[src/rtl/dcache_ctrl.sv]
// Direct-mapped write-back data cache between the cpu data port and block memory.
// Hits complete combinationally. Misses stall the cpu while a dirty victim is written back and the block is refilled.
module dcache_ctrl #(
  parameter int INDEX_BITS = 3,
  parameter int TAG_BITS   = 8 - 2 - INDEX_BITS
) (
  input  logic                         CLK,
  input  logic                         RESET,
  input  logic                         READ,
  input  logic                         WRITE,
  input  logic [7:0]                   ADDRESS,
  input  logic [7:0]                   WRITEDATA,
  output logic [7:0]                   READDATA,
  output logic                         BUSYWAIT,
  output logic                         mem_read,
  output logic                         mem_write,
  output logic [TAG_BITS+INDEX_BITS-1:0] mem_address,
  output logic [31:0]                  mem_writedata,
  input  logic [31:0]                  mem_readdata,
  input  logic                         mem_busywait
);
  localparam int NUM_SETS = 2 ** INDEX_BITS;

  typedef enum logic [1:0] {IDLE, WB, FILL, UPDATE} state_t;

  state_t                 state_q, state_d;
  logic [NUM_SETS-1:0]    valid_q, dirty_q;
  logic [TAG_BITS-1:0]    tag_q  [NUM_SETS];
  logic [31:0]            data_q [NUM_SETS];
  logic [TAG_BITS-1:0]    miss_tag_q;
  logic [INDEX_BITS-1:0]  miss_idx_q;

  logic [TAG_BITS-1:0]    addr_tag;
  logic [INDEX_BITS-1:0]  addr_idx;
  logic [1:0]             addr_off;
  logic                   req, hit, wr_hit, miss_start, fill_done;

  assign addr_tag   = ADDRESS[7 -: TAG_BITS];
  assign addr_idx   = ADDRESS[INDEX_BITS+1:2];
  assign addr_off   = ADDRESS[1:0];
  assign req        = READ | WRITE;
  assign hit        = valid_q[addr_idx] && (tag_q[addr_idx] == addr_tag);
  assign wr_hit     = (state_q == IDLE) && WRITE && hit;
  assign miss_start = (state_q == IDLE) && req && !hit;
  assign fill_done  = (state_q == FILL) && !mem_busywait;

  always_comb begin
    state_d       = state_q;
    BUSYWAIT      = 1'b0;
    READDATA      = 8'h00;
    mem_read      = 1'b0;
    mem_write     = 1'b0;
    mem_address   = '0;
    mem_writedata = 32'h0;
    case (state_q)
      IDLE: begin
        if (req) begin
          if (hit) begin
            // A simultaneous READ/WRITE is a store, so no load data is returned.
            if (!WRITE) READDATA = data_q[addr_idx][{addr_off, 3'b000} +: 8];
          end else begin
            BUSYWAIT = 1'b1;
            state_d  = (valid_q[addr_idx] && dirty_q[addr_idx]) ? WB : FILL;
          end
        end
      end
      WB: begin
        BUSYWAIT      = 1'b1;
        mem_write     = 1'b1;
        mem_address   = {tag_q[miss_idx_q], miss_idx_q};
        mem_writedata = data_q[miss_idx_q];
        if (!mem_busywait) state_d = FILL;
      end
      FILL: begin
        BUSYWAIT    = 1'b1;
        mem_read    = 1'b1;
        mem_address = {miss_tag_q, miss_idx_q};
        if (!mem_busywait) state_d = UPDATE;
      end
      UPDATE: begin
        BUSYWAIT = 1'b1;
        state_d  = IDLE;
      end
      default: state_d = IDLE;
    endcase
  end

  always_ff @(posedge CLK) begin
    if (RESET) begin
      state_q <= IDLE;
      valid_q <= '0;
      dirty_q <= '0;
    end else begin
      state_q <= state_d;
      if (fill_done) begin
        valid_q[miss_idx_q] <= 1'b1;
        dirty_q[miss_idx_q] <= 1'b0;
      end
      if (wr_hit) dirty_q[addr_idx] <= 1'b1;
    end
  end

  // The miss address is latched so a cpu that drops its request mid-miss cannot redirect the transfer.
  always_ff @(posedge CLK) begin
    if (miss_start) begin
      miss_tag_q <= addr_tag;
      miss_idx_q <= addr_idx;
    end
    if (fill_done) begin
      tag_q[miss_idx_q]  <= miss_tag_q;
      data_q[miss_idx_q] <= mem_readdata;
    end
    if (wr_hit) data_q[addr_idx][{addr_off, 3'b000} +: 8] <= WRITEDATA;
  end
endmodule

[config.mk]
export PLATFORM = sky130hd
export DESIGN_NAME = dcache_ctrl
export DESIGN_NICKNAME = d
export VERILOG_FILES = /design/src/rtl/dcache_ctrl.sv
export SDC_FILE = /design/constraint.sdc
export NUM_CORES = 1
export LEC_CHECK = 0
export BUFFER_PORTS_ARGS = -buffer_cell sky130_fd_sc_hd__buf_2
export CAP_MARGIN = 10
export CELL_PAD_IN_SITES_DETAIL_PLACEMENT = 1
export CELL_PAD_IN_SITES_GLOBAL_PLACEMENT = 2
export CORE_ASPECT_RATIO = 1.75
export CORE_MARGIN = 8
export CORE_UTILIZATION = 28
export CTS_CLUSTER_SIZE = 10
export DETAILED_ROUTE_END_ITERATION = 6
export PLACE_DENSITY_LB_ADDON = 0.08
export RECOVER_POWER = 50
export SLEW_MARGIN = 15
export SYNTH_ARGS = -nofsm -noshare
export SYNTH_HDL_FRONTEND = slang
export SYNTH_SLANG_ARGS = --single-unit
[constraint.sdc]
create_clock -name CLK -period 5.5 [get_ports CLK]
set_input_delay 0.55 -clock CLK [delete_from_list [all_inputs] [get_ports CLK]]
set_output_delay 0.55 -clock CLK [all_outputs]
set_load 0.05 [all_outputs]
# [After elaboration in Yosys (flattened, before gate mapping)]
# Memories as Yosys holds them, arrays and structs flattened. A register that Yosys moved wholly into a read port is not among the register bits.
# Index checks and enable logic that the tools add are counted.
[word_totals] mem_bits_rw=280 input_bits=53 out_inout_bits=49 n_memories=2 reg_bits=24
[mem_list] name="data_q" depth=8 width=32 read_ports=2 rd_ports_with_merged_regs=1 wr=1 line="29" rtl="logic [31:0] data_q [NUM_SETS];"
[mem_list] name="tag_q" depth=8 width=3 read_ports=2 rd_ports_with_merged_regs=1 wr=1 line="28" rtl="logic [TAG_BITS-1:0] tag_q [NUM_SETS];"
[classes] add_sub_neg=1 bitwise_logic=5 eq_ne=8 shift=3 n_reduce_logical=15 magnitude_cmp=4 mux=37
[ops] cell="2-to-1 mux 32 bit" count=4
[ops] cell="2-to-1 mux 8 bit" count=7
[ops] cell="OR reduction 32 bit" count=1
[ops] cell="variable shift 8 x 7 -> 32 bit, first input constant" count=1
[ops] cell="variable part select 32 x 6 -> 8 bit" count=1
[ops] cell="variable part select 8 x 7 -> 32 bit" count=1
[ops] cell="bitwise OR 8 bit" count=2
[ops] cell="case mux 6 bit (2 select lines)" count=1
[ops] cell="2-to-1 mux 1 bit" count=11
[ops] cell="2-to-1 mux 2 bit" count=5
[ops] cell="logical AND 1 bit" count=9
[ops] cell="2-to-1 mux 3 bit" count=3
[ops] cell="bitwise AND 8 bit" count=1
[ops] cell="less-than comparator 3 x 4 -> 1 bit, second input constant" count=2
[ops] cell="inequality test 2 bit, second input constant" count=4
[ops] cell="inverter 8 bit" count=1
[ops] cell="case mux 2 bit (4 select lines)" count=1
[ops] cell="negation 5 -> 7 bit" count=1
[ops] cell="binary-select mux 1 bit (select 3 bit)" count=2
[ops] cell="demux 1 bit (select 3 bit)" count=2
[ops] cell="greater-or-equal comparator 3 x 1 -> 1 bit, second input constant" count=2
[ops] cell="equality test 2 bit, second input constant" count=2
[ops] cell="AND reduction 4 bit" count=1
[ops] cell="equality test 3 bit" count=1
[ops] cell="other kinds (6)" count=7

# [Depth between registers and ports, before layout]
[logic_depth] word_depth=10 depth_mapped=11 ltp_nobuf=7

# [Worst setup path before layout]
# OpenSTA, ideal clock, no wires.
[synth_path] path_kind="input to output" startpoint="input port ADDRESS[2]" endpoint="output port READDATA[3]" t_required_ns=4.950 stages=10 path_buffers=6 slack_ns=2.021 t_arrival_ns=2.929 path_cell_list="buf_6 -> buf_6 -> buf_4 -> buf_2 -> buf_2 -> buf_4 -> nand2_1 -> and3_1 -> a311o_1 -> a21oi_1"
[synth_via] elab_chain_len=6
[synth_rtl] item="start: declaration" line="11" rtl="input logic [7:0] ADDRESS,"
[synth_rtl] item="memory (8 x 32 bit) (tied with other cells)"
[synth_rtl] item="variable part select 32 x 6 -> 8 bit (tied with other cells)" line="60" rtl="if (!WRITE) READDATA = data_q[addr_idx][{addr_off, 3'b000} +: 8];"
[synth_rtl] item="2-to-1 mux 8 bit / logical AND 1 bit (equally long branches)" line="60, 42"
[synth_rtl] item="2-to-1 mux 8 bit (*)" line="58" rtl="if (hit) begin"
[synth_rtl] item="2-to-1 mux 8 bit (*)" line="57" rtl="if (req) begin"
[synth_rtl] item="2-to-1 mux 8 bit (*)" line="55" rtl="case (state_q)"
[synth_rtl] item="end: declaration" line="13" rtl="output logic [7:0] READDATA,"
# Every way passes the cells marked *; elsewhere a longest branch is shown, timed or not. The select of a mux whose other input is x is not followed.

# [Worst setup path after layout]
[layout_path] startpoint="input port ADDRESS[4]" endpoint="output port READDATA[0]"
# Same word-level chain as after synthesis.

==> run metrics <==
status complete, but fails checks; failing checks max-capacitance violations, max-slew violations; clk buf depth 3; worst skew pair latency around 0.55 ns; total core area 54900 um^2; Crit. End Element primary output; post-synthesis cell count roughly 1100; Hold Vio Cnt, Final 0; Total GRT Usage approximately a fifth; Max IR drop VDD ~0.00016 V; die height ~330 um; clk_skew ~0.022 ns; Antenna Nets Post-Route 0; post-CTS setup buffers 0; FF+latch count, synth 307; Req. time, crit path around 5.0 ns; multi-input logic area 5900 um^2; H-Tree Depth 2; Clock transition at path regs about 0.060 ns; # hold bufs at CTS 0; gpl congestion roughly 0.83; share of layout cells above drive strength 1 between 20% and 30%; CP arrival 4.08 ns; final hold slack 0.287 ns; P_leak 6.08 nW; hold crit path type input pin to flop; Port Buffers 101; register area 9020 um^2; Post-synth top cells edfxtp_1, mux2i_1, mux4_2, nand2_1, inv_1; ys flop type edfxtp_1; Pwr per Cell Area ~380 nW/um^2; maxcap violations 1; area delta synth->final 15.6%; RSZ-0062 raised after global routing false; Antenna diodes 0; post-cts resize count 0; DR vias slightly above 10000; Num CTS Buffers 37; vias in the first global route ~12000; clock root buffer clkbuf_16; Residual DRC 0; Layout Nets ~1300; Power Total 6.81 mW; WL/cell about 33 um; Setup TNS 0 ns; Vias/cell ~5.4; number of enable flip-flop cells after synthesis approximately 290; Initial Util 28.2%; fin crit share 84.2%; CP Launch Type input pin; max-slew violation count 39; total congestion overflow 0; initial antenna violation count 1; distinct cell type count after synthesis 57; first-pass GRT wire length between 90000 and 100000 um; post-synthesis sequential area ratio 58.2%; Syn Area/Cell 14.5 um^2; Yosys top cell by area edfxtp_1; crit-path max FO 17; WL final 63500 um; clock sinks 307; I/O pin cnt roughly 100; final worst path period need around 4.6 ns; Max Fclk between 200 and 250 MHz; die area around 63000 um^2; setup violators final 0; max_slew headroom -19.8%; Synth top area share a little under three fifths; Fill cells about 5800; ys async rst share 0%; synthesized area ~15000 um^2; # rows 114; Worst Setup Path Type input pin to primary output; Worst Tran Pin Value about 1.8 ns; Die Span X just under 200 um; syn nets roughly 1100; largest net degree at the start of global routing 56; CTS tree yes; HPWL Detailed approximately 45000 um; most frequent cell after synthesis edfxtp_1; First-pass DRT Iterations 6; Yosys warnings 0; iteration-0 DRC count of the detailed router 592; largest cells by area after synthesis edfxtp_1, mux4_2, mux2i_1, dfxtp_1, mux2_2
## final timing paths
check        cells after the start            end         from  slack [ns]
max reg2reg                      7  data_q[6][26]  tag_q[3][1]        2.17
min reg2reg                      2     valid_q[7]   valid_q[7]        0.46
min                              1  miss_tag_q[1]   ADDRESS[6]        0.29
max                              9    READDATA[0]   ADDRESS[4]        0.87
## area by class of cell
cell class | instances | area share (%)
Clock inverter | 4 | 0.189
Timing Repair Buffer | 167 | 5.08
Tap cell | 696 | 4.87
Sequential cell | 307 | 50.4
Inverter | 50 | 1.05
Clock buffer | 44 | 5.44
Multi-Input combinational cell | 640 | 33.0
## kinds of logic after synthesis
| group | after synthesis | share of synthesized area [%] |
|---|---|---|
| buffers and inverters | 122 | 3.70 |
| AOI/OAI and AO/OA | 195 | 8.67 |
| DFF | 307 | 58.2 |
| adders and majority gates | 9 | 0.728 |
| and+or+nand+nor | 214 | 7.01 |
| muxes | 222 | 21.7 |
## cell usage in the layout, fill, tap and decap left out, types with 27 or more instances in the layout
cell type | synthesis | routed
o22ai_1 | 40 | 39
buf_4 | 8 | 39
nor2b_1 | 44 | 44
clkbuf_1 | 26 | 49
nor2_1 | 39 | 39
a21oi_1 | 36 | 36
inv_1 | 47 | 47
nand2_1 | 68 | 68
edfxtp_1 | 286 | 286
buf_2 | 25 | 83
clkbuf_16 | 0 | 38
mux4_2 | 88 | 88
mux2i_1 | 108 | 108
o21ai_0 | 27 | 27
## sequential cells by signal, summed over array words and instances (netlist names), named ones only
name	flops
data_q	256
dirty_q	8
miss_idx_q	3
state_q	2
tag_q	24
valid_q	8
miss_tag_q	3
## worst max-delay path: stages
cell	delay, ns
clkbuf_1	0.50
clkbuf_1	0.94
and2_1	0.52
a22oi_1	0.17
o221ai_1	0.25
a221oi_1	0.09
or4_1	0.51
a21oi_1	0.22
buf_2	0.31
## power breakdown
part	leakage, nW	internal [mW]	switching (mW)
combinational	2.84	0.703	0.923
sequential	2.75	2.71	0.276
clock	0.490	1.24	0.956
total	6.08	4.65	2.16
## through the flow
step	instance area [um^2]	std cells	util, %	setup slack (ns)
2_1_floorplan	15500	1069	-	2.02
3_3_place_gp	17000	1860	31.0	1.13
6_report	17900	1908	32.6	0.868
3_5_place_dp	17000	1860	31.0	1.16
5_1_grt	17900	1908	32.6	0.618
4_1_cts	18000	1908	32.8	1.17
## metal layers
layer	up-vias	track usage, %	routed length, um
li1	4502	-	-
met1	5461	22.6	24700
met2	235	38.8	35200
met3	77	2.15	1880
met4	0	5.86	1730
met5	-	0	0
No activity file was read; power rests on OpenSTA's default activity.
